==> src/rtl/rcs_word_arbiter.sv <==
// Round-robin arbiter publishing one requester's 28-bit payload + ID into a shared 32-bit register word.
// Latency: req high in IDLE at cycle T -> gnt pulse and new user_data_out at T+1; word held HOLD_CYCLES+2 cycles.
// Backpressure: requesters hold req/data until their gnt pulse; req is ignored while busy (LOAD/HOLD).
//
// Ports:
//   user_clk, user_rst_n       : clock, asynchronous active-low reset
//   req[N_REQ]                 : per-requester level request
//   req_data[N_REQ*28]         : packed payloads, requester i at [28*i +: 28]
//   gnt[N_REQ]                 : one-hot single-cycle grant (LOAD cycle only)
//   busy                       : high while in LOAD or HOLD
//   user_data_out[32]          : {seq[1:0], id[1:0], payload[27:0]}
// Optional feature: define RCS_ARB_SEQ_EN to carry a wrapping 2-bit sequence number in
// [31:30]; when undefined those bits are constant 2'b00 and no sequence register exists.

module rcs_word_arbiter #(
    parameter int N_REQ       = 4,
    parameter int HOLD_CYCLES = 16
) (
    input  logic                  user_clk,
    input  logic                  user_rst_n,
    input  logic [N_REQ-1:0]      req,
    input  logic [N_REQ*28-1:0]   req_data,
    output logic [N_REQ-1:0]      gnt,
    output logic                  busy,
    output logic [31:0]           user_data_out
);

    typedef enum logic [1:0] {
        IDLE = 2'd0,
        LOAD = 2'd1,
        HOLD = 2'd2
    } state_t;

    state_t             state_q, state_d;
    logic [7:0]         cnt_q, cnt_d;
    logic [1:0]         last_q, last_d;
    logic [N_REQ-1:0]   gnt_d;
    logic [31:0]        word_d;

    logic               win_vld;
    logic [1:0]         win_idx;
    logic [27:0]        win_pay;
    logic [1:0]         seq_cur;

`ifdef RCS_ARB_SEQ_EN
    logic [1:0] seq_q;

    // Sequence advances once per accepted arbitration so a republished
    // identical payload still yields a distinguishable word.
    always_ff @(posedge user_clk or negedge user_rst_n) begin
        if (!user_rst_n) begin
            seq_q <= 2'd0;
        end else if (state_q == IDLE && win_vld) begin
            seq_q <= seq_q + 2'd1;
        end
    end

    assign seq_cur = seq_q;
`else
    assign seq_cur = 2'b00;
`endif

    // Round-robin search: start just above the last winner and wrap.
    always_comb begin
        logic [1:0] cand;
        win_vld = 1'b0;
        win_idx = last_q;
        cand    = 2'd0;
        for (int k = 1; k <= N_REQ; k++) begin
            cand = 2'((int'(last_q) + k) % N_REQ);
            if (!win_vld && req[cand]) begin
                win_vld = 1'b1;
                win_idx = cand;
            end
        end
    end

    // Payload of the selected requester.
    always_comb begin
        win_pay = 28'd0;
        for (int i = 0; i < N_REQ; i++) begin
            if (win_idx == 2'(i)) begin
                win_pay = req_data[28*i +: 28];
            end
        end
    end

    // Next-state and registered-output logic.
    always_comb begin
        state_d = state_q;
        cnt_d   = cnt_q;
        last_d  = last_q;
        gnt_d   = '0;
        word_d  = user_data_out;
        case (state_q)
            IDLE: begin
                if (win_vld) begin
                    state_d        = LOAD;
                    last_d         = win_idx;
                    gnt_d[win_idx] = 1'b1;
                    word_d         = {seq_cur, win_idx, win_pay};
                end
            end
            LOAD: begin
                state_d = HOLD;
                cnt_d   = 8'(HOLD_CYCLES - 1);
            end
            HOLD: begin
                if (cnt_q == 8'd0) begin
                    state_d = IDLE;
                end else begin
                    cnt_d = cnt_q - 8'd1;
                end
            end
            default: begin
                state_d = IDLE;
            end
        endcase
    end

    always_ff @(posedge user_clk or negedge user_rst_n) begin
        if (!user_rst_n) begin
            state_q       <= IDLE;
            cnt_q         <= 8'd0;
            last_q        <= 2'(N_REQ - 1);
            gnt           <= '0;
            user_data_out <= 32'h0;
        end else begin
            state_q       <= state_d;
            cnt_q         <= cnt_d;
            last_q        <= last_d;
            gnt           <= gnt_d;
            user_data_out <= word_d;
        end
    end

    // Derived from the state register so reset clears it asynchronously.
    assign busy = (state_q != IDLE);

endmodule

==> config.mk <==
export PLATFORM = sky130hd
export DESIGN_NAME = rcs_word_arbiter
export DESIGN_NICKNAME = d
export VERILOG_FILES = /design/src/rtl/rcs_word_arbiter.sv
export SDC_FILE = /design/constraint.sdc
export NUM_CORES = 1
export LEC_CHECK = 0
export BUFFER_PORTS_ARGS = -buffer_cell sky130_fd_sc_hd__clkbuf_2
export CORE_MARGIN = 2
export CORE_UTILIZATION = 45
export DETAILED_ROUTE_END_ITERATION = 6
export MAX_ROUTING_LAYER = met4
export PLACE_DENSITY = 0.93
export SLEW_MARGIN = 10
export SYNTH_ARGS = -nofsm -noshare
export SYNTH_HDL_FRONTEND = slang
export SYNTH_SLANG_ARGS = --single-unit
==> constraint.sdc <==
create_clock -name user_clk -period 2.2 [get_ports user_clk]
set_clock_uncertainty 0.1 [all_clocks]
set_input_delay 0.44 -clock user_clk [delete_from_list [all_inputs] [get_ports user_clk]]
set_output_delay 0.44 -clock user_clk [all_outputs]
set_load 0.02 [all_outputs]
==> reports/qor.yml <==
drt:
  firstDrtPassIters: 4
  wire_per_inst_um: 15.61
  wl_mm: 8.119
  drc: 0
  drt_iter0_drc: 142
  ant_nets: 0
  viasPerCell: 5.713
  vias: 2971
hold_path:
  hp-class: "in -> async"
worst_setup_path:
  ff2ff_setup_slack_ps: 190
  critPathCaptureType: "register"
  crit_arrival_ps: 2080
  required_ps: 2270
  critPathKind: "reg -> reg"
  crit_fanout: 32
  startpoint_type: "register"
logic_synthesis:
  yosysSeqAreaShare: 0.4199
  ys_seq_elements: 46
  syn_area_mm2: 0.002748
  ys_warn_count: 0
  synthCells: 300
  synthFlopType: "dfrtp_1"
  avgSynthCellArea_um2: 9.159
  ys_types: 45
  async_reset_ff_frac: 1.000
  synth_edf_count: 0
sta:
  period_share: 0.9142
  relSlewSlack: 0.5958
  hold_viol_final: 0
  layout_min_cycle_time_ps: 2011
  timing.final.ws_setup_ps: 188.7
  grt_setup_unrepaired: "no"
  setup_violations: 0
  tightest_slew_ps: 606.3
  fin_tns_setup_ps: 0
  fmax_ghz: 0.4972
  slew_viol_final: 0
power_and_ir_drop:
  ir_drop_uv: 717.6
  p_per_area_mw_per_mm2: 1386
  p_leak_nw: 1.845
floorplanning:
  die_w_um: 82.14
  start_util: 0.4641
  row_count: 28
  die_area_mm2: 0.006747
  core_area_mm2: 0.005921
  io_pins: 155
  die-height_um: 82.14
global_routing:
  grt_util_met2: 0.4439
  grt_pass1_wl_mm: 12.52
  gr-usage-met1: 0.2706
  antenna_found_initial: 0
  grt_use_met3: 0.05435
  grtUsageTotal: 0.2460
  busiest_layer: "met2"
  grt_pass1_vias: 2821
  grt_start_max_net_pins: 47
  grt-ovfl-total: 0
clock_network:
  clkTransAtPathRegs_ps: 90
  cts-root-buf: "clkbuf_8"
  clockBufferDepth: 2
  cts_hold_buf: 0
  clock-sinks: 46
  cts-buffers-inserted: 5
  cts_tree: "yes"
  cts_max_level: 2
  clk_latency_ps: 310
final_layout:
  fin_nets: 564
  nFillCells: 480
  fin_util: 0.6251
  drive_above_1_share: 0.4225
  antenna_cells: 0
  area_growth_syn_to_layout_pct: 34.70
placement:
  io_buffer_count: 152
  place_ws_ps: 102.5
  place_congestion: 0.8782
  dp_hpwl_mm: 6.175
status:
  status: "finished, final reports clean"
flow_run:
  max-cap-violations: 0
[path summary, 6_finish.rpt]
check | startpoint | endpoint | cells after the start
min in group user_clk | req_data[98] | user_data_out[14] | 3
min reg2reg | user_data_out[26] | user_data_out[26] | 2
max in group asynchronous | user_rst_n | user_data_out[2] | 2
min | user_rst_n | user_data_out[11] | 2
max | last_q[0] | user_data_out[21] | 6
max reg2reg | last_q[0] | user_data_out[21] | 6
[synthesized netlist by cell type, drive strengths merged (2+ instances only)]
cell type / number / share of area
xor2: 2 / 0.0064
nor3: 8 / 0.015
and3: 19 / 0.044
o32ai: 18 / 0.057
nand3: 13 / 0.024
a211oi: 19 / 0.054
o21a: 2 / 0.0055
ha: 2 / 0.0091
nand2: 24 / 0.036
o31ai: 19 / 0.052
inv: 5 / 0.0068
nand2b: 3 / 0.0068
dfrtp: 44 / 0.40
dfstp: 2 / 0.019
or2: 2 / 0.0046
a31oi: 10 / 0.023
nor2: 20 / 0.029
a21oi: 6 / 0.011
o21ai: 15 / 0.027
a21o: 12 / 0.033
nor4b: 2 / 0.0087
buf: 17 / 0.036
clkbuf: 14 / 0.019
nor2b: 3 / 0.0077
a32oi: 10 / 0.032
[area by class of cell]
type,count,area [µm²],area share
Inverter,5,18.77,0.005071
Clock inverter,3,21.27,0.005747
Timing Repair Buffer,167,914.6,0.2471
Tap cell,75,93.84,0.02535
Sequential cell,46,1154,0.3117
Clock buffer,5,68.82,0.01859
Multi-Input combinational cell,219,1430,0.3864
[logic make-up after synthesis]
logic type               count (synthesis)  synth area share
AO/OA/AOI/OAI                          115            0.3133
XOR/XNOR                                 2          0.006376
adder cells (fa/ha/maj)                  2          0.009106
buffers and inverters                   36           0.06238
flip-flops                              46            0.4199
multiplexers                             1          0.003643
other                                    1          0.001365
AND/OR/NAND/NOR                         97            0.1840
[flip-flops by register name, summed over array words and instances (netlist names)]
signal,flops
cnt_q,8
gnt,4
last_q,2
state_q,2
user_data_out,30
[metal layers]
layer / part of all wire / vias to the layer above
met2: 0.52 / 132
met5: 0 / -
met1: 0.39 / 1388
met3: 0.070 / 16
met4: 0.016 / 0
li1: - / 1435
[power by group]
| group | switching (mW) | internal, mW |
|---|---|---|
| Sequential | 0.243 | 1.24 |
| Clock | 0.313 | 0.224 |
| Combinational | 1.91 | 1.20 |
| Total | 2.47 | 2.66 |
[placed cells by master, fill, tap and decap left out, types with 12 or more instances in the layout]
master    count
a211oi_1     18
a21o_1       12
and3_1       18
clkbuf_2    152
dfrtp_1      44
nand2_1      23
nand3_1      13
nor2_1       18
o21ai_0      12
o31ai_1      19
o32ai_1      18
[repair_timing]
action / 4_1_cts / 5_1_grt
setup buffers: 0 / 0
setup endpoints to repair: 0 / 1
gates resized for setup: 0 / 1
[critical path, cell delays in order (launching register included)]
cell     delay, ps
dfstp_2        590
nor2b_2         80
a21o_1         190
a211o_1        350
buf_12         190
a32oi_1        220
a31oi_1        130
[through the flow]
step | instance area [µm²] | hold slack, ps | total power, mW | cells
floorplan | 2751 | 44.41 | 3.609 | 301
global placement | 3607 | 358.7 | 4.489 | 512
detailed placement | 3607 | 365.6 | 4.616 | 512
CTS | 3697 | 138.0 | 5.144 | 520
global route | 3701 | 185.5 | 5.513 | 520
finish | 3701 | 110.4 | 5.130 | 520
Power figures use the tool's default switching activity.
